**config.mk**
```make
export PLATFORM = sky130hd
export DESIGN_NAME = seg7_num_display
export DESIGN_NICKNAME = d
export VERILOG_FILES = /design/src/rtl/seg7_num_display.sv
export SDC_FILE = /design/constraint.sdc
export NUM_CORES = 1
export LEC_CHECK = 0
export ABC_AREA = 1
export ABC_CLOCK_PERIOD_IN_PS = 3400
export CELL_PAD_IN_SITES_DETAIL_PLACEMENT = 1
export CELL_PAD_IN_SITES_GLOBAL_PLACEMENT = 2
export CORE_UTILIZATION = 35
export CTS_CLUSTER_SIZE = 24
export DETAILED_ROUTE_END_ITERATION = 12
export HOLD_SLACK_MARGIN = 0.03
export PLACE_DENSITY = 0.83
export SLEW_MARGIN = 20
export SYNTH_ARGS = -nofsm -noshare
export SYNTH_HDL_FRONTEND = slang
export SYNTH_SLANG_ARGS = --single-unit
```
**constraint.sdc**
```tcl
create_clock -name clk -period 3.4 [get_ports clk]
set_input_delay 0.34 -clock clk [delete_from_list [all_inputs] [get_ports clk]]
set_output_delay 0.34 -clock clk [all_outputs]
set_load 0.05 [all_outputs]
```
**src/rtl/seg7_num_display.sv**
```systemverilog
// seg7_num_display
//   Multi-digit 7-segment driver. Captures a binary value and shows it on
//   NUM_DIGITS active-low displays as hex or decimal. Decimal digits come
//   from a serial double-dabble conversion taking DATA_W cycles. Values that
//   do not fit in NUM_DIGITS digits are shown as dashes on every digit.
//
//   Optional build macro: SEG7_LZB_EN enables leading-zero blanking.
//
//   Ports:
//     clk          system clock, rising edge
//     rst          asynchronous active-high reset
//     value_in     DATA_W-bit unsigned value
//     value_valid  capture strobe, honoured only while not busy
//     dec_mode     1 = decimal, 0 = hex; captured with value_in
//     busy         capture in progress
//     seg_out      active-low segments, digit k at [8k+7:8k], bit 7 = DP
//     seg_valid    one-cycle pulse when seg_out is written

module seg7_digit_enc (
   input  logic [3:0] nib,
   input  logic       blank,
   input  logic       dash,
   output logic [7:0] seg
);
   logic [6:0] pat;

   always_comb begin
      pat = 7'h00;
      case (nib)
         4'h0: pat = 7'h3F;
         4'h1: pat = 7'h06;
         4'h2: pat = 7'h5B;
         4'h3: pat = 7'h4F;
         4'h4: pat = 7'h66;
         4'h5: pat = 7'h6D;
         4'h6: pat = 7'h7D;
         4'h7: pat = 7'h07;
         4'h8: pat = 7'h7F;
         4'h9: pat = 7'h6F;
         4'hA: pat = 7'h77;
         4'hB: pat = 7'h7C;
         4'hC: pat = 7'h39;
         4'hD: pat = 7'h5E;
         4'hE: pat = 7'h79;
         default: pat = 7'h71;
      endcase
   end

   // Dash has priority over blanking; DP stays off (high) in every case.
   assign seg = dash  ? 8'hBF :
                blank ? 8'hFF : {1'b1, ~pat};
endmodule

module seg7_num_display #(
   parameter int DATA_W     = 16,
   parameter int NUM_DIGITS = 4
) (
   input  logic                    clk,
   input  logic                    rst,
   input  logic [DATA_W-1:0]       value_in,
   input  logic                    value_valid,
   input  logic                    dec_mode,
   output logic                    busy,
   output logic [8*NUM_DIGITS-1:0] seg_out,
   output logic                    seg_valid
);
   localparam int BCD_W = 4*NUM_DIGITS;
   localparam int HW    = (DATA_W > BCD_W) ? DATA_W : BCD_W;
   localparam int CNT_W = $clog2(DATA_W);

   typedef enum logic [1:0] {IDLE, SHIFT, ENCODE} state_t;

   state_t             state_q, state_d;
   logic [DATA_W-1:0]  val_q;
   logic               dec_q;
   logic [BCD_W-1:0]   bcd_q, bcd_adj;
   logic               ovf_q;
   logic [CNT_W-1:0]   cnt_q;

   logic [HW-1:0]                 val_ext;
   logic                          hex_ovf, dash;
   logic [NUM_DIGITS-1:0][3:0]    nib;
   logic [NUM_DIGITS-1:0]         blank;
   logic [8*NUM_DIGITS-1:0]       enc;

   // ---------------- state register / next state ----------------
   always_ff @(posedge clk or posedge rst) begin
      if (rst) state_q <= IDLE;
      else     state_q <= state_d;
   end

   always_comb begin
      state_d = state_q;
      case (state_q)
         IDLE:    if (value_valid) state_d = dec_mode ? SHIFT : ENCODE;
         SHIFT:   if (cnt_q == CNT_W'(DATA_W-1)) state_d = ENCODE;
         ENCODE:  state_d = IDLE;
         default: state_d = IDLE;
      endcase
   end

   // ---------------- double-dabble correction ----------------
   always_comb begin
      bcd_adj = bcd_q;
      for (int k = 0; k < NUM_DIGITS; k++)
         if (bcd_q[4*k +: 4] >= 4'd5) bcd_adj[4*k +: 4] = bcd_q[4*k +: 4] + 4'd3;
   end

   // ---------------- datapath / outputs ----------------
   always_ff @(posedge clk or posedge rst) begin
      if (rst) begin
         val_q     <= '0;
         dec_q     <= 1'b0;
         bcd_q     <= '0;
         ovf_q     <= 1'b0;
         cnt_q     <= '0;
         busy      <= 1'b0;
         seg_out   <= '1;
         seg_valid <= 1'b0;
      end else begin
         seg_valid <= 1'b0;
         case (state_q)
            IDLE: if (value_valid) begin
               val_q <= value_in;
               dec_q <= dec_mode;
               bcd_q <= '0;
               ovf_q <= 1'b0;
               cnt_q <= '0;
               busy  <= 1'b1;
            end
            SHIFT: begin
               // MSB of the value enters the BCD LSB; a carry out of the
               // top nibble means the number needs more digits than we have.
               bcd_q <= {bcd_adj[BCD_W-2:0], val_q[DATA_W-1]};
               val_q <= val_q << 1;
               ovf_q <= ovf_q | bcd_adj[BCD_W-1];
               cnt_q <= cnt_q + CNT_W'(1);
            end
            ENCODE: begin
               seg_out   <= enc;
               seg_valid <= 1'b1;
               busy      <= 1'b0;
            end
            default: ;
         endcase
      end
   end

   // ---------------- encode ----------------
   assign val_ext = HW'(val_q);

   generate
      if (HW > BCD_W) begin : g_hex_ovf
         assign hex_ovf = |val_ext[HW-1:BCD_W];
      end else begin : g_no_hex_ovf
         assign hex_ovf = 1'b0;
      end
   endgenerate

   assign dash = dec_q ? ovf_q : hex_ovf;

   always_comb begin
      for (int k = 0; k < NUM_DIGITS; k++)
         nib[k] = dec_q ? bcd_q[4*k +: 4] : val_ext[4*k +: 4];
   end

   always_comb begin
      blank = '0;
`ifdef SEG7_LZB_EN
      begin : lzb
         logic lead;
         lead = 1'b1;
         // Walk down from the top digit; digit 0 is never blanked.
         for (int k = NUM_DIGITS-1; k > 0; k--) begin
            if (nib[k] != 4'd0) lead = 1'b0;
            blank[k] = lead;
         end
      end
`endif
   end

   generate
      for (genvar g = 0; g < NUM_DIGITS; g++) begin : g_dig
         seg7_digit_enc u_enc (
            .nib   (nib[g]),
            .blank (blank[g]),
            .dash  (dash),
            .seg   (enc[8*g +: 8])
         );
      end
   endgenerate
endmodule

```
======== Word level (Yosys, flattened, before mapping) ========
Memory sizes are Yosys's and may differ from the RTL's.
Index checks and enable logic that the tools add are counted.
word-level totals
  register bits after elaboration ......... 74
  ROM bits ................................ 448
  input port bits ......................... 20
  output and inout port bits .............. 34
  memories ................................ 4
memory list
  memory            depth  bits a word  read ports  clocked after Yosys merged registers in  write ports  RTL line  text
  (name not given)  16     7            1           0                                        0            29        case (nib)
  (name not given)  16     7            1           0                                        0            29
  (name not given)  16     7            1           0                                        0            29
  (name not given)  16     7            1           0                                        0            29
operators by class
  $add $sub $neg .......................... 5
  $lt $le $gt $ge ......................... 4
  equality and inequality tests ........... 5
  mux-type cells .......................... 28
  bitwise logic cells ..................... 5
  reductions and logical operators ........ 7
operators by type and width
  operator                                             count
  one-hot mux 16 bit (2 select lines)                  2
  two-way mux 4 bit                                    9
  two-way mux 16 bit                                   2
  two-way mux 7 bit                                    4
  inverter 7 bit                                       4
  adder 4 x 2 -> 4 bit, second input constant          4
  >= comparator 4 x 3 -> 1 bit, second input constant  4
  one-hot mux 4 bit (2 select lines)                   1
  AND reduction 2 bit                                  4
  two-way mux 2 bit                                    3
  adder 4 x 1 -> 4 bit, second input constant          1
  equality test 4 bit, second input constant           1
  two-way mux 1 bit                                    4
  != test 2 bit, second input constant                 2
  one-hot mux 1 bit (2 select lines)                   2
  one-hot mux 2 bit (2 select lines)                   1
  nonzero test 2 bit                                   2
  equality test 2 x 1 -> 1 bit, second input constant  1
  equality test 2 bit, second input constant           1
  logical NOT 2 bit                                    1
  OR 1 bit                                             1

======== Logic depth before layout (Yosys ltp) ========
  word-level depth ........................ 4
  mapped depth ............................ 12

======== Hierarchy ========
From an unflattened synthesis, not the netlist that was laid out.
second synthesis, totals
  cells, all modules ...................... 674
  area total of the unflattened synthesis .. 4906.0 sq um
by module, submodules not included
  module                           instances  cells an instance  area an instance (sq um)
  seg7_num_display                 1          463                3619.7
  seg7_digit_enc (g_dig[2].u_enc)  1          53                 337.8
  seg7_digit_enc (g_dig[0].u_enc)  1          54                 330.3
  seg7_digit_enc (g_dig[3].u_enc)  1          54                 321.6
  seg7_digit_enc (g_dig[1].u_enc)  1          50                 296.5

======== Worst setup path after synthesis ========
Ideal clock, no wire load.
  kind .................................... reg-to-reg
  start point ............................. register dec_q
  end point ............................... register seg_out[11]
  setup time .............................. 0.058 ns
  data arrival time ....................... 1.497 ns
  data required time ...................... 3.342 ns
  path slack .............................. 1.845 ns
  cell stages (with the launch flop) ...... 12
  buffers on the path ..................... 1
  clock period less this slack ............ 1.555 ns
  path through ............................ dfrtp_1 > inv_2 > clkbuf_1 > nand2_1 > nand2_1 > ha_1 > inv_1 > nand3_1 > nand3_1 > nand3_1 > nand2_1 > inv_1
between the ends
  cells in the longest elaborated chain, start to end .. 4
  elaborated cells on any way between the ends .. 5
ends and longest elaborated chain
  item                    RTL line  text
  start, declared         75        logic dec_q;
  start signal, assigned  125       dec_q <= dec_mode;
  two-way mux 4 bit       164       nib[k] = dec_q ? bcd_q[4*k +: 4] : val_ext[4*k +: 4];
  memory (16 x 7 bit)     -
  inverter 7 bit          51        blank ? 8'hFF : {1'b1, ~pat};
  two-way mux 7 bit (*)   50        assign seg = dash ? 8'hBF :
  end signal, assigned    140       seg_out <= enc;
  end, declared           64        output logic [8*NUM_DIGITS-1:0] seg_out,
Mark *: on every way between the ends. The rest lies on a longest branch, timed or not.
A chain may end at the register's enable or synchronous reset.

======== Worst setup path after layout ========
  start point ............................. register dec_q
  end point ............................... register seg_out[24]
The elaborated chain is that of the path after synthesis.

==> impl_metrics.env <==
export IMPL_outcome="finished clean"
export IMPL_slowest_stage_delay_cp_ns=0.54
export IMPL_start_util_pct=36.0
export IMPL_critical_path_slowest_cell="sky130_fd_sc_hd__dfrtp_1"
export IMPL_utilization_pct=42.9
export IMPL_netlist_top_cells_area="sky130_fd_sc_hd__dfrtp_1 (23%), sky130_fd_sc_hd__dfstp_2 (16%), sky130_fd_sc_hd__nand2_1 (14%)"
export IMPL_cts_resized=0
export IMPL_seq_area_frac_synth_pct=39.3
export IMPL_vdd_ir_drop_max_mv=0.361
export IMPL_htreeDepth=3
export IMPL_cap_viol_max_count=0
export IMPL_post_place_ws_ns=1.28
export IMPL_cell_area_power_density_mw_per_mm2=1170
export IMPL_cts_tree="built"
export IMPL_place_detailed_hpwl_mm=9.61
export IMPL_leakagePower_nw=2.56
export IMPL_synth_area_sq_mm=0.00454
export IMPL_cpLargestDelayFamily="simple AND/OR/NAND/NOR gates"
export IMPL_power_frac_comb_pct=60.8
export IMPL_yosysTopAreaCell="sky130_fd_sc_hd__dfrtp_1"
export IMPL_antenna_violations_before_repair=0
export IMPL_insertedDiodeCount=0
export IMPL_ctsRootBufferMaster="sky130_fd_sc_hd__clkbuf_16"
export IMPL_timing_fmax_mhz=471
export IMPL_post_cts_buffers=0
export IMPL_setup_tns_ns=0
export IMPL_slew_viol_final=0
export IMPL_critPathArrivalTime_ns=2.39
export IMPL_routed_wirelength_mm=13.0
export IMPL_placement_io_buffers=49
export IMPL_worst_slew_pin_transition_ns=0.850
export IMPL_switching_power_w=0.00328
export IMPL_routed_wire_per_std_cell_um=15.5
export IMPL_timing_critical_path_cells="inv_2 -> nand2_1 -> nand2_1 -> inv_1 -> ha_1 -> inv_1 -> nand3_1 -> nand3_1 -> nand2_1 -> nor2_1 -> nor2_1"
export IMPL_grt_max_degree=38
export IMPL_synth_enable_flop_cells=0
export IMPL_report_final_setup_viol=0
export IMPL_timing_slew_headroom_pct=43.3
export IMPL_clock_sink_count=70
export IMPL_layout_drive_gt1_share_pct=10.9
export IMPL_count_of_warnings_emitted_by_yosys=0
export IMPL_synthesis_instances=617
export IMPL_postSynth_asyncResetShare_pct=100
export IMPL_first_global_vias=4239
export IMPL_grt_first_pass_wirelength_mm=21.6
export IMPL_timing_final_crit_share_pct=62.5
export IMPL_die_area_sq_mm=0.0134
export IMPL_drt_iter0_drc=177
export IMPL_pin_count=54
export IMPL_gp_congestion=0.811
export IMPL_core_area_sq_mm=0.0126
export IMPL_grt_ovfl_total=0
export IMPL_clockBufferDepth=2
export IMPL_floorplan_die_height_um=116
export IMPL_intPower_w=0.00305
export IMPL_gr_usage_all_layers_pct=21.3
export IMPL_core_rowCount=41
export IMPL_avgSynthCellArea_sq_um=7.36
export IMPL_worst_setup_path_type="register to register"
export IMPL_cts_hold_buf=0
export IMPL_final_antenna_violating_net_count=0
export IMPL_syn2layout_area_growth_pct=19.2
export IMPL_min_delay_path_class="register to register"
export IMPL_vias=4175
export IMPL_path_max_fanout=24
export IMPL_grt_setup_unrepaired="false"
export IMPL_synthDistinctLibCells=29
export IMPL_timing_hold_ws_ns=0.474
export IMPL_postSynthRegisterBits=70
export IMPL_finish_net_count=716
export IMPL_finalCriticalPeriod_ns=2.12
export IMPL_yosysMostFrequentCell="sky130_fd_sc_hd__nand2_1"
export IMPL_swShare_pct=51.8
export IMPL_clk_pin_slew_worst_paths_ns=0.06
export IMPL_final_fill_count=1597
export IMPL_post_route_drc_count=0
export IMPL_clock_power_share_pct=13.5
export IMPL_numCtsBuffers=9
export IMPL_sequentialPowerShare_pct=25.6
export IMPL_path_common_cell="sky130_fd_sc_hd__nand2_1"
export IMPL_clock_latency_ns=0.34
export IMPL_commonest_cells_post_synth="sky130_fd_sc_hd__nand2_1 (165), sky130_fd_sc_hd__nand3_1 (74), sky130_fd_sc_hd__inv_1 (66)"
export IMPL_cp_required_ns=3.67
export IMPL_final_hold_violation_count=0
export IMPL_cp_end_kind="register"
export IMPL_chipWidth_um=116
export IMPL_yosysTopAreaCellShare_pct=23.1
export IMPL_fin_ws_ns=1.28
export IMPL_cp_num_buf_inv=3
export IMPL_crit_path_start_kind="register"
export IMPL_drtPass1Iterations=4
export IMPL_drt_vias_per_instance=4.97
export IMPL_finalClockSkew_ns=0.00786
export IMPL_synthFlopType="sky130_fd_sc_hd__dfrtp_1"
==> worst register-to-register path, cell delays in order (launching register included) <==
cell,delay [ns]
sky130_fd_sc_hd__dfrtp_1,0.54
sky130_fd_sc_hd__inv_2,0.44
sky130_fd_sc_hd__nand2_1,0.11
sky130_fd_sc_hd__nand2_1,0.19
sky130_fd_sc_hd__inv_1,0.11
sky130_fd_sc_hd__ha_1,0.23
sky130_fd_sc_hd__inv_1,0.06
sky130_fd_sc_hd__nand3_1,0.07
sky130_fd_sc_hd__nand3_1,0.09
sky130_fd_sc_hd__nand2_1,0.05
sky130_fd_sc_hd__nor2_1,0.12
sky130_fd_sc_hd__nor2_1,0.05
==> sequential cells by signal, summed over array words and instances (netlist names) <==
register   count
cnt_q          4
ovf_q          1
seg_out       28
busy           1
seg_valid      1
state_q        2
val_ext       16
bcd_q         16
dec_q          1
==> final timing paths <==
kind / start / end / slack [ns] / depth (start not counted)
max: dec_q / seg_out[24] / 1.28 / 11
min: seg_out[14] / seg_out[14] / 0.47 / 2
max reg2reg: dec_q / seg_out[24] / 1.28 / 11
min reg2reg: seg_out[14] / seg_out[14] / 0.47 / 2
max in group asynchronous: rst / seg_out[13] / 2.09 / 3
min in group asynchronous: rst / val_ext[15] / 0.48 / 2
==> metal layers <==
| metal | vias up | share of wire, % | track usage, % |
|---|---|---|---|
| met2 | 62 | 47 | 34.4 |
| met5 | - | 0 | 0 |
| met4 | 0 | 1.4 | 7.95 |
| li1 | 2066 | - | - |
| met1 | 2037 | 49 | 28.8 |
| met3 | 10 | 2.8 | 3.29 |
==> through the flow <==
stage / power, W / area (sq um) / std cells
floorplan: 0.00447 / 4550 / 620
global placement: 0.00535 / 5150 / 824
detailed placement: 0.00549 / 5150 / 824
CTS: 0.00638 / 5410 / 840
global route: 0.00694 / 5410 / 840
finish: 0.00633 / 5410 / 840
==> placed cells by master (no fill, tap or decap), types with 10 or more instances in the layout <==
cell type / instances
sky130_fd_sc_hd__o21ai_1: 10
sky130_fd_sc_hd__inv_1: 65
sky130_fd_sc_hd__nand3_1: 74
sky130_fd_sc_hd__nor2_1: 60
sky130_fd_sc_hd__ha_1: 33
sky130_fd_sc_hd__nand2_1: 165
sky130_fd_sc_hd__a21oi_1: 25
sky130_fd_sc_hd__dfstp_2: 28
sky130_fd_sc_hd__clkdlybuf4s50_1: 49
sky130_fd_sc_hd__o21ai_0: 31
sky130_fd_sc_hd__dfrtp_1: 42
sky130_fd_sc_hd__o22ai_1: 19
==> final cells by class <==
type | count | area, sq um | share of cell area, %
Clock inverter | 5 | 26.3 | 0.485
Clock buffer | 11 | 233 | 4.30
Multi-Input combinational cell | 457 | 2360 | 43.6
Tap cell | 172 | 215 | 3.98
Sequential cell | 70 | 1790 | 33.0
Timing Repair Buffer | 53 | 520 | 9.62
Inverter | 72 | 270 | 4.99
==> cells by family (layout without fill, tap and decap cells) <==
kind of cell               count (synthesis)  in the layout  synth area share [%]
AOI/OAI and AO/OA                         95             95                  12.1
xor gates and xnor gates                   3              3                 0.579
adders and majority gates                 33             33                  9.09
buffers and inverters                     93            141                  8.90
DFF                                       70             70                  39.3
other                                      1              4                0.0826
and+or+nand+nor                          322            322                  29.9
==> power by group through the flow <==
stage	combinational, W	sequential (W)	clock (W)
2_1_floorplan	0.00239	0.00208	0
3_3_place_gp	0.00374	0.00162	0
3_5_place_dp	0.00385	0.00164	0
4_1_cts	0.00388	0.00163	0.000880
5_1_grt	0.00434	0.00168	0.000913
6_report	0.00385	0.00162	0.000854
No activity file was read; power rests on OpenSTA's default activity.
